## src/rtl/fault_frame_encoder_if.sv

```systemverilog
// fault_frame_encoder_if
//   Bundles the payload handshake, the fault-injection controls and the
//   encoded frame / self-test counters of fault_frame_encoder.
//   master : payload source / frame consumer (drives in_* and inj_*)
//   slave  : the encoder (drives in_ready, r0, check, out_valid, counters)
//   Signals:
//     in_valid, in_ready, in_data[7:0]      payload handshake
//     inj_en, inj_sel[2:0], inj_double      fault-injection request
//     r0[7:0], check[1:0], out_valid        transmitted frame
//     frame_cnt[7:0], fault_cnt[7:0]        self-test counters
interface fault_frame_encoder_if;
  logic       in_valid;
  logic       in_ready;
  logic [7:0] in_data;
  logic       inj_en;
  logic [2:0] inj_sel;
  logic       inj_double;
  logic [7:0] r0;
  logic [1:0] check;
  logic       out_valid;
  logic [7:0] frame_cnt;
  logic [7:0] fault_cnt;

  modport master (
    output in_valid, in_data, inj_en, inj_sel, inj_double,
    input  in_ready, r0, check, out_valid, frame_cnt, fault_cnt
  );

  modport slave (
    input  in_valid, in_data, inj_en, inj_sel, inj_double,
    output in_ready, r0, check, out_valid, frame_cnt, fault_cnt
  );
endinterface

```

## src/rtl/fault_frame_encoder.sv

```systemverilog
// fault_frame_encoder
//   Transmit-side frame generator for the fault-protection checkers. Accepts
//   an 8-bit payload, computes a 2-bit check field from the clean payload,
//   optionally flips one or two data bits, and holds the resulting r0/check
//   frame for HOLD_CYCLES cycles followed by GAP_CYCLES idle cycles.
//   Ports:
//     clk    : system clock, rising edge
//     reset  : asynchronous active-low reset
//     bus    : fault_frame_encoder_if.slave (handshake, injection, frame,
//              frame/fault counters)
module fault_frame_encoder #(
  parameter int HOLD_CYCLES = 4,  // 1..255
  parameter int GAP_CYCLES  = 2   // 0..255
) (
  input  logic                  clk,
  input  logic                  reset,
  fault_frame_encoder_if.slave  bus
);

  typedef enum logic [1:0] {
    IDLE   = 2'd0,
    ENCODE = 2'd1,
    DRIVE  = 2'd2,
    GAP    = 2'd3
  } state_t;

  // Counters are preloaded with N-1 and the phase ends on the edge seen at 0,
  // so each phase lasts exactly N cycles. GAP_LOAD is unused when GAP_CYCLES=0.
  localparam logic [7:0] HOLD_LOAD = 8'(HOLD_CYCLES - 1);
  localparam logic [7:0] GAP_LOAD  = 8'(GAP_CYCLES - 1);

  state_t     state_reg, state_next;
  logic       in_ready_reg, in_ready_next;
  logic       out_valid_reg, out_valid_next;
  logic [7:0] r0_reg, r0_next;
  logic [1:0] check_reg, check_next;
  logic [7:0] frame_cnt_reg, frame_cnt_next;
  logic [7:0] fault_cnt_reg, fault_cnt_next;
  logic [7:0] phase_cnt_reg, phase_cnt_next;

  // Captured payload and injection request (held from accept to ENCODE).
  logic [7:0] data_reg, data_next;
  logic       inj_en_reg, inj_en_next;
  logic [2:0] inj_sel_reg, inj_sel_next;
  logic       inj_double_reg, inj_double_next;

  // Flip mask: bit inj_sel, plus its neighbour (wrapping 7 -> 0) when double.
  logic [2:0] inj_sel_plus1;
  logic [7:0] inj_mask;

  assign inj_sel_plus1 = inj_sel_reg + 3'd1;

  generate
    for (genvar gi = 0; gi < 8; gi++) begin : g_mask
      assign inj_mask[gi] = inj_en_reg &
                            ((inj_sel_reg == 3'(gi)) |
                             (inj_double_reg & (inj_sel_plus1 == 3'(gi))));
    end
  endgenerate

  always_ff @(posedge clk or negedge reset) begin
    if (!reset) begin
      state_reg      <= IDLE;
      in_ready_reg   <= 1'b0;
      out_valid_reg  <= 1'b0;
      r0_reg         <= 8'd0;
      check_reg      <= 2'd0;
      frame_cnt_reg  <= 8'd0;
      fault_cnt_reg  <= 8'd0;
      phase_cnt_reg  <= 8'd0;
      data_reg       <= 8'd0;
      inj_en_reg     <= 1'b0;
      inj_sel_reg    <= 3'd0;
      inj_double_reg <= 1'b0;
    end else begin
      state_reg      <= state_next;
      in_ready_reg   <= in_ready_next;
      out_valid_reg  <= out_valid_next;
      r0_reg         <= r0_next;
      check_reg      <= check_next;
      frame_cnt_reg  <= frame_cnt_next;
      fault_cnt_reg  <= fault_cnt_next;
      phase_cnt_reg  <= phase_cnt_next;
      data_reg       <= data_next;
      inj_en_reg     <= inj_en_next;
      inj_sel_reg    <= inj_sel_next;
      inj_double_reg <= inj_double_next;
    end
  end

  always_comb begin
    state_next      = state_reg;
    in_ready_next   = in_ready_reg;
    out_valid_next  = out_valid_reg;
    r0_next         = r0_reg;
    check_next      = check_reg;
    frame_cnt_next  = frame_cnt_reg;
    fault_cnt_next  = fault_cnt_reg;
    phase_cnt_next  = phase_cnt_reg;
    data_next       = data_reg;
    inj_en_next     = inj_en_reg;
    inj_sel_next    = inj_sel_reg;
    inj_double_next = inj_double_reg;

    case (state_reg)
      IDLE: begin
        // in_ready rises on the first edge spent in IDLE (e.g. after reset).
        in_ready_next = 1'b1;
        if (bus.in_valid && in_ready_reg) begin
          data_next       = bus.in_data;
          inj_en_next     = bus.inj_en;
          inj_sel_next    = bus.inj_sel;
          inj_double_next = bus.inj_double;
          in_ready_next   = 1'b0;
          state_next      = ENCODE;
        end
      end

      ENCODE: begin
        // check is derived from the clean payload, never from r0.
        r0_next        = data_reg ^ inj_mask;
        check_next     = {^data_reg[3:0], ^data_reg};
        out_valid_next = 1'b1;
        frame_cnt_next = frame_cnt_reg + 8'd1;
        if (inj_en_reg && (fault_cnt_reg != 8'hFF)) begin
          fault_cnt_next = fault_cnt_reg + 8'd1;
        end
        phase_cnt_next = HOLD_LOAD;
        state_next     = DRIVE;
      end

      DRIVE: begin
        if (phase_cnt_reg == 8'd0) begin
          out_valid_next = 1'b0;
          if (GAP_CYCLES > 0) begin
            phase_cnt_next = GAP_LOAD;
            state_next     = GAP;
          end else begin
            in_ready_next = 1'b1;
            state_next    = IDLE;
          end
        end else begin
          phase_cnt_next = phase_cnt_reg - 8'd1;
        end
      end

      GAP: begin
        if (phase_cnt_reg == 8'd0) begin
          in_ready_next = 1'b1;
          state_next    = IDLE;
        end else begin
          phase_cnt_next = phase_cnt_reg - 8'd1;
        end
      end

      default: begin
        state_next     = IDLE;
        out_valid_next = 1'b0;
        in_ready_next  = 1'b0;
      end
    endcase
  end

  assign bus.in_ready  = in_ready_reg;
  assign bus.out_valid = out_valid_reg;
  assign bus.r0        = r0_reg;
  assign bus.check     = check_reg;
  assign bus.frame_cnt = frame_cnt_reg;
  assign bus.fault_cnt = fault_cnt_reg;

endmodule
```

## src/flat_wrapper.sv

```systemverilog
// flat-port wrapper written by rule: the top's interface ports become plain ports
module fault_frame_encoder_flat 
#(
  parameter int HOLD_CYCLES = 4,           
  parameter int GAP_CYCLES  = 2            
)
  (clk, reset, bus_in_valid, bus_in_data, bus_inj_en, bus_inj_sel, bus_inj_double, bus_in_ready, bus_r0, bus_check, bus_out_valid, bus_frame_cnt, bus_fault_cnt);
  fault_frame_encoder_if bus_i ();
  input  logic clk;
  input  logic reset;
  input wire logic [$bits(bus_i.in_valid)-1:0] bus_in_valid;
  input wire logic [$bits(bus_i.in_data)-1:0] bus_in_data;
  input wire logic [$bits(bus_i.inj_en)-1:0] bus_inj_en;
  input wire logic [$bits(bus_i.inj_sel)-1:0] bus_inj_sel;
  input wire logic [$bits(bus_i.inj_double)-1:0] bus_inj_double;
  output wire logic [$bits(bus_i.in_ready)-1:0] bus_in_ready;
  output wire logic [$bits(bus_i.r0)-1:0] bus_r0;
  output wire logic [$bits(bus_i.check)-1:0] bus_check;
  output wire logic [$bits(bus_i.out_valid)-1:0] bus_out_valid;
  output wire logic [$bits(bus_i.frame_cnt)-1:0] bus_frame_cnt;
  output wire logic [$bits(bus_i.fault_cnt)-1:0] bus_fault_cnt;
  assign bus_i.in_valid = bus_in_valid;
  assign bus_i.in_data = bus_in_data;
  assign bus_i.inj_en = bus_inj_en;
  assign bus_i.inj_sel = bus_inj_sel;
  assign bus_i.inj_double = bus_inj_double;
  assign bus_in_ready = bus_i.in_ready;
  assign bus_r0 = bus_i.r0;
  assign bus_check = bus_i.check;
  assign bus_out_valid = bus_i.out_valid;
  assign bus_frame_cnt = bus_i.frame_cnt;
  assign bus_fault_cnt = bus_i.fault_cnt;
  fault_frame_encoder #(.HOLD_CYCLES(HOLD_CYCLES), .GAP_CYCLES(GAP_CYCLES)) u_core (.clk(clk), .reset(reset), .bus(bus_i));
endmodule
```

## config.mk

```make
export PLATFORM = sky130hd
export DESIGN_NAME = fault_frame_encoder_flat
export DESIGN_NICKNAME = d
export VERILOG_FILES = /design/src/rtl/fault_frame_encoder_if.sv /design/src/rtl/fault_frame_encoder.sv /design/src/flat_wrapper.sv
export SDC_FILE = /design/constraint.sdc
export NUM_CORES = 1
export LEC_CHECK = 0
export CAP_MARGIN = 20
export CORE_MARGIN = 1
export CORE_UTILIZATION = 57
export DETAILED_ROUTE_END_ITERATION = 10
export PLACE_DENSITY_LB_ADDON = 0.15
export SETUP_SLACK_MARGIN = 0.3
export SKIP_LAST_GASP = 1
export SYNTH_ARGS = -nofsm -noshare
export SYNTH_HDL_FRONTEND = slang
export SYNTH_SLANG_ARGS = --single-unit
```

## constraint.sdc

```tcl
create_clock -name clk -period 5.3 [get_ports clk]
set_input_delay 1.06 -clock clk [delete_from_list [all_inputs] [get_ports clk]]
set_output_delay 1.06 -clock clk [all_outputs]
set_load 0.02 [all_outputs]
```

; ---- Word-level counts from Yosys, hierarchy flattened
; Index checks and enable logic that the tools add are counted.
[totals]
output_inout_bits = 28
inputBits = 16
ff_bits = 51
[classes]
reduce_logical = 17
mux = 12
n_eq_ne = 22
n_bitwise = 25
addsub = 4
[ops]
columns = op, count
row1 = 3-bit equality test (second input constant), 8
row2 = 8-bit one-hot mux with 3 select lines, 1
row3 = 8-bit by 1-bit adder with 8-bit output (second input constant), 2
row4 = 1-bit bitwise AND, 16
row5 = 8-bit two-way mux, 2
row6 = 3-bit by 2-bit equality test with 1-bit output (second input constant), 4
row7 = 2-bit AND reduction, 5
row8 = 8-bit zero test, 1
row9 = 8-bit inequality test (second input constant), 1
row10 = 1-bit OR, 8
row11 = 2-bit one-hot mux with 4 select lines, 1
row12 = 8-bit XOR reduction, 1
row13 = 8-bit by 1-bit subtractor with 8-bit output (second input constant), 1
row14 = 8-bit bitwise XOR, 1
row15 = 3-bit by 1-bit equality test with 1-bit output (second input constant), 2
row16 = 3-bit zero test, 2
row17 = 2-bit two-way mux, 3
row18 = 2-bit by 1-bit inequality test with 1-bit output (second input constant), 3
row19 = 2-bit equality test (second input constant), 2
row20 = 1-bit one-hot mux with 2 select lines, 2
row21 = 2-bit nonzero test, 2
row22 = 4-bit XOR reduction, 1
row23 = 3-bit by 1-bit adder with 3-bit output (second input constant), 1
row24 = 1-bit two-way mux, 3
row25 = other kinds (6), 7

; ---- Longest topological paths before layout
[depth]
depth_word = 6
mapped_depth = 8
ltp_nobuf = 6

; ---- Worst setup path after synthesis
; No wires, ideal clock.
[synth_timing]
path_type = input port to flip-flop
startpoint = input bus_in_valid
endpoint = register u_core.data_reg[0]
setup_time_ns = 0.125
path_slack_ns = 3.261
stages = 3
arrival_ns = 1.915
path_cell_list = nand3_1 clkbuf_1 mux2_2
[synth_between]
elab_chain_cells = 2
[synth_lines]
columns = element, line_no
row1 = from (decl), flat_wrapper.sv:11  ; input wire logic [$bits(bus_i.in_valid)-1:0] bus_in_valid;
row2 = 1-bit logical AND, fault_frame_encoder.sv:109  ; if (bus.in_valid && in_ready_reg) begin
row3 = 2-bit AND reduction (no line), --
row4 = to (signal assigned), fault_frame_encoder.sv:84  ; data_reg <= data_next;
row5 = to (decl), fault_frame_encoder.sv:42  ; logic [7:0] data_reg, data_next;
; No other way between the ends.
; A chain may end at the register's enable or synchronous reset.

; ---- Worst setup path in the final report
[layout_timing]
startpoint = register u_core.fault_cnt_reg[4] (netlist: u_core.bus.fault_cnt[4])
endpoint = output bus_fault_cnt[4]
[layout_rtl]
columns = element, line_no
row1 = from (decl), fault_frame_encoder.sv:38  ; logic [7:0] fault_cnt_reg, fault_cnt_next;
row2 = from (signal assigned), fault_frame_encoder.sv:82  ; fault_cnt_reg <= fault_cnt_next;
row3 = to (decl), flat_wrapper.sv:21  ; output wire logic [$bits(bus_i.fault_cnt)-1:0] bus_fault_cnt;
; No word-level cell between the ends.

==> flow_summary.html <==
<table>
<tr><th>Metric</th><th>Value</th></tr>
<tr><th colspan="2">Setup path</th></tr>
<tr><td>Destination of the worst register-to-register timing path</td><td>u_core.bus.fault_cnt[5]$_DFFE_PN0P_</td></tr>
<tr><td>Cell type of the slowest stage on the worst timing path</td><td>sky130_fd_sc_hd__clkdlybuf4s50_1</td></tr>
<tr><td>CP top delay family</td><td>buffers and inverters</td></tr>
<tr><td>Worst endpoint data arrival time</td><td>about 1400 ps</td></tr>
<tr><td>Logic depth of the worst register-to-register path</td><td>5</td></tr>
<tr><td>Critical Path Sink</td><td>bus_fault_cnt[4]</td></tr>
<tr><td>Type of the setup path with the least slack</td><td>reg -&gt; out</td></tr>
<tr><td>Critical path launch point type</td><td>flip-flop</td></tr>
<tr><td>CP Data Required Time</td><td>between 4000 and 5000 ps</td></tr>
<tr><td>Worst Path Max Fanout</td><td>6</td></tr>
<tr><td>Cell Chain, Critical Path</td><td>clkdlybuf4s50_1</td></tr>
<tr><td>Reg-to-reg startpoint</td><td>u_core.state_reg[1]$_DFFE_PN0P_</td></tr>
<tr><td>Critical path startpoint</td><td>u_core.bus.fault_cnt[4]$_DFFE_PN0P_</td></tr>
<tr><td>Highest cell delay on the worst timing path</td><td>roughly 660 ps</td></tr>
<tr><td>Buffering stage count on the worst path with inverters included</td><td>1</td></tr>
<tr><td>Levels on crit path</td><td>1</td></tr>
<tr><td>Crit end category</td><td>primary output</td></tr>
<tr><td>Minimum setup slack among reg-to-reg paths</td><td>2890 ps</td></tr>
<tr><th colspan="2">Logic synthesis</th></tr>
<tr><td>Flip-flop and latch count after synthesis</td><td>51</td></tr>
<tr><td>EDFF count, synth</td><td>0</td></tr>
<tr><td>Area leader, netlist</td><td>sky130_fd_sc_hd__dfrtp_1</td></tr>
<tr><td>Basic-gate share of the synthesized area counting and, or, nand and nor cells</td><td>about 15%</td></tr>
<tr><td>Sequential element share of the synthesized area</td><td>roughly 47%</td></tr>
<tr><td>Fraction of synthesized cell area in xor and xnor cells</td><td>9.74%</td></tr>
<tr><td>Largest family of logic cells by synthesized area</td><td>simple AND/OR/NAND/NOR gates</td></tr>
<tr><td>Number of warnings reported in the yosys synthesis log</td><td>0</td></tr>
<tr><td>Area share of fa/ha/maj cells after synthesis</td><td>about 4.2%</td></tr>
<tr><td>Share of cell area taken by muxes after synthesis</td><td>7.42%</td></tr>
<tr><td>Synthesized-area fraction occupied by ao, oa, aoi and oai cells</td><td>between 10% and 20%</td></tr>
<tr><td>Async set-reset flop share out of synthesis</td><td>100%</td></tr>
<tr><td>Ranking of synthesized cells by area</td><td>sky130_fd_sc_hd__dfrtp_1, sky130_fd_sc_hd__mux2_2, sky130_fd_sc_hd__xnor2_1</td></tr>
<tr><td>Fraction of post-synthesis cell area in the top cell type by area</td><td>47.3%</td></tr>
<tr><td>Cell variety after synth</td><td>52</td></tr>
<tr><td>Cell area after technology mapping</td><td>roughly 2700 um^2</td></tr>
<tr><td>Number of cells produced by synthesis</td><td>253</td></tr>
<tr><td>Mean area per synthesized cell</td><td>between 10 and 15 um^2</td></tr>
<tr><td>Synthesized netlist net count</td><td>approximately 280</td></tr>
<tr><td>Primary FF master, synth</td><td>sky130_fd_sc_hd__dfrtp_1</td></tr>
<tr><th colspan="2">Detailed routing</th></tr>
<tr><td>DRC violation count after routing</td><td>0</td></tr>
<tr><td>DR WL/cell</td><td>~14 um</td></tr>
<tr><td>Iteration-0 DRC Markers</td><td>roughly 160</td></tr>
<tr><td>Routed vias</td><td>~2000</td></tr>
<tr><td>Number of routed nets with antenna violations</td><td>0</td></tr>
<tr><td>Length of the first detailed-routing pass in iterations</td><td>6</td></tr>
<tr><td>Routed wire length</td><td>about 4900 um</td></tr>
<tr><td>Number of vias per cell</td><td>around 5.7</td></tr>
<tr><th colspan="2">Floorplan</th></tr>
<tr><td>Area of the die</td><td>around 5000 um^2</td></tr>
<tr><td>Width of the chip</td><td>~70 um</td></tr>
<tr><td>Vertical extent of the die</td><td>just over 70 um</td></tr>
<tr><td>Number of rows created at floorplan</td><td>24</td></tr>
<tr><td>Std-Cell Core Area</td><td>4440 um^2</td></tr>
<tr><td>Number of primary I/O pins</td><td>44</td></tr>
<tr><td>Starting density of the core</td><td>between 60% and 70%</td></tr>
<tr><th colspan="2">Clocking</th></tr>
<tr><td>Number of buffers inserted by post-CTS setup repair</td><td>0</td></tr>
<tr><td>Clock latency reported for the late side of the worst-skew pair</td><td>slightly above 300 ps</td></tr>
<tr><td>Maximum clock path buffer count</td><td>2</td></tr>
<tr><td>Hold bufs inserted after CTS</td><td>0</td></tr>
<tr><td>Root Buffer Master</td><td>sky130_fd_sc_hd__clkbuf_8</td></tr>
<tr><td>Post_cts resized</td><td>0</td></tr>
<tr><td>Number of H-tree levels</td><td>2</td></tr>
<tr><td>Clock tree from TritonCTS</td><td>yes</td></tr>
<tr><td>Clock-pin slew on the worst setup and hold paths</td><td>around 90 ps</td></tr>
<tr><td>Number of clock sinks</td><td>51</td></tr>
<tr><td>Number of clock buffers inserted by TritonCTS</td><td>5</td></tr>
<tr><th colspan="2">Finish</th></tr>
<tr><td>Area growth from synthesis to final layout</td><td>19.5%</td></tr>
<tr><td>Final nets</td><td>around 320</td></tr>
<tr><td>Commonest cells after routing, fill and taps aside</td><td>sky130_fd_sc_hd__dfrtp_1, sky130_fd_sc_hd__clkdlybuf4s50_1, sky130_fd_sc_hd__nor2_1, sky130_fd_sc_hd__a21oi_1, sky130_fd_sc_hd__mux2_2</td></tr>
<tr><td>Ratio of cells with drive above 1 in the final layout</td><td>a little under an eighth</td></tr>
<tr><td>Antenna cells</td><td>0</td></tr>
<tr><td>Most common cell after layout, fill and taps aside</td><td>sky130_fd_sc_hd__dfrtp_1</td></tr>
<tr><th colspan="2">GRT</th></tr>
<tr><td>Pin count of the biggest net entering global routing</td><td>between 50 and 60</td></tr>
<tr><td>Total grt overflow</td><td>0</td></tr>
<tr><td>Wire length of the first global-routing pass</td><td>about 8500 um</td></tr>
<tr><td>Via count of the first global-routing pass</td><td>approximately 1900</td></tr>
<tr><td>Number of antenna violations at the first check in global routing</td><td>0</td></tr>
<tr><td>Global router's overall resource usage</td><td>between 20% and 30%</td></tr>
<tr><th colspan="2">Hold path</th></tr>
<tr><td>Worst min-delay path class</td><td>reg -&gt; reg</td></tr>
<tr><th colspan="2">Run</th></tr>
<tr><td># Max-Cap Violations</td><td>0</td></tr>
<tr><th colspan="2">Timing</th></tr>
<tr><td>Setup Viol. Count Final</td><td>0</td></tr>
<tr><td>RSZ-0062 raised after global routing</td><td>false</td></tr>
<tr><td>Transition at the pin with the smallest max-transition slack</td><td>approximately 960 ps</td></tr>
<tr><td>Highest achievable clock rate</td><td>between 400 and 500 MHz</td></tr>
<tr><td>Time the final worst path needs with I/O delays and setup</td><td>2480 ps</td></tr>
<tr><td>Slew Limit Fails</td><td>0</td></tr>
<tr><td>Worst-case headroom to the max-slew limit</td><td>35.8%</td></tr>
<tr><td>Hold violation count in the final report</td><td>0</td></tr>
<tr><td>Final-layout setup total negative slack</td><td>0 ps</td></tr>
<tr><td>Portion of the clock cycle consumed by the worst path in the final layout</td><td>roughly 47%</td></tr>
<tr><td>Final clock skew</td><td>around 7 ps</td></tr>
<tr><th colspan="2">Power and ir drop</th></tr>
<tr><td>Maximum vdd ir drop</td><td>between 0.0003 and 0.0004 V</td></tr>
<tr><td>P per Cell Area</td><td>~630 nW/um^2</td></tr>
<tr><td>Total design power</td><td>approximately 0.002 W</td></tr>
<tr><td>Leakage power summed over all cells</td><td>about 1.4 nW</td></tr>
<tr><th colspan="2">Place</th></tr>
<tr><td>Number of buffers added on ports</td><td>43</td></tr>
<tr><td>Detailed placement HPWL</td><td>3460 um</td></tr>
<tr><td>Last weighted congestion value of the routability-driven placer</td><td>0.783</td></tr>
<tr><th colspan="2">Run status</th></tr>
<tr><td>Result of the run</td><td>complete, no violations</td></tr>
</table>
-- layer usage --
metal,GRT usage [%],wire length (um)
met2,37.9,2440
met4,6.00,57
met1,26.7,2250
met3,4.70,169
met5,0,0
-- final cells by class --
class                           instances  area [um^2]
Multi-Input combinational cell        181         1320
Clock buffer                            7         86.3
Timing Repair Buffer                   44          433
Inverter                                9         33.8
Fill cell                             355         1220
Sequential cell                        51         1280
Clock inverter                          1         8.76
Tap cell                               52         65.1
-- synthesized netlist by cell type, drive strengths merged, types with 2 or more instances --
cell type	number
o21ai	16
ha	9
a21oi	17
nor2	22
nand3	4
nor3	7
o2bb2ai	2
and4b	3
nor3b	2
nor4bb	2
or4	3
mux2	16
inv	9
xnor2	15
nand4	5
a221o	2
or2	2
nand2b	5
buf	6
xor2	15
dfrtp	51
nand2	9
mux2i	2
clkbuf	6
or3b	2
o22ai	2
-- worst register-to-register path, delay by kind of cell (launching register included) --
family | cells | cell delay, ps
flip-flops | 1 | 410
buffers and inverters | 1 | 100
adder cells (fa/ha/maj) | 1 | 800
XOR/XNOR | 1 | 160
AND/OR/NAND/NOR | 1 | 350
AO/OA/AOI/OAI | 1 | 530
-- power by group --
group | switching [W] | internal [W] | total, W
registers | 0.000188 | 0.000555 | 0.000743
logic | 0.000537 | 0.000528 | 0.00107
clock network | 0.000128 | 0.000107 | 0.000235
total | 0.000854 | 0.00119 | 0.00204
-- metrics by stage --
stage	cell area (um^2)	hold WS (ps)	setup WS, ps	util, %	std cells
4_1_cts	3220	480	2810	72.5	345
3_5_place_dp	3130	464	2630	70.4	337
3_3_place_gp	3130	459	2680	70.4	337
2_1_floorplan	2700	506	3260	-	253
6_report	3220	471	2820	72.5	345
5_1_grt	3220	512	2680	72.5	345
-- how the worst min path moves through the flow --
| stage | from | end | slack, ps | depth (start not counted) |
|---|---|---|---|---|
| floorplan | u_core.phase_cnt_reg[6]$_DFFE_PN0P_ | u_core.phase_cnt_reg[6]$_DFFE_PN0P_ | 510 | 1 |
| global placement | u_core.bus.frame_cnt[7]$_DFFE_PN0P_ | u_core.bus.frame_cnt[7]$_DFFE_PN0P_ | 460 | 1 |
| detailed placement | u_core.bus.frame_cnt[7]$_DFFE_PN0P_ | u_core.bus.frame_cnt[7]$_DFFE_PN0P_ | 460 | 1 |
| CTS | u_core.bus.frame_cnt[7]$_DFFE_PN0P_ | u_core.bus.frame_cnt[7]$_DFFE_PN0P_ | 480 | 1 |
| global route | u_core.bus.frame_cnt[7]$_DFFE_PN0P_ | u_core.bus.frame_cnt[7]$_DFFE_PN0P_ | 510 | 1 |
| finish | u_core.bus.frame_cnt[7]$_DFFE_PN0P_ | u_core.bus.frame_cnt[7]$_DFFE_PN0P_ | 470 | 1 |
-- logic make-up after synthesis --
family          after synthesis
simple gates                 73
compound gates               51
flops                        51
xor+xnor                     30
buf+inv                      21
mux                          18
fa+ha+maj                     9
(Power assumes the default switching activity.)
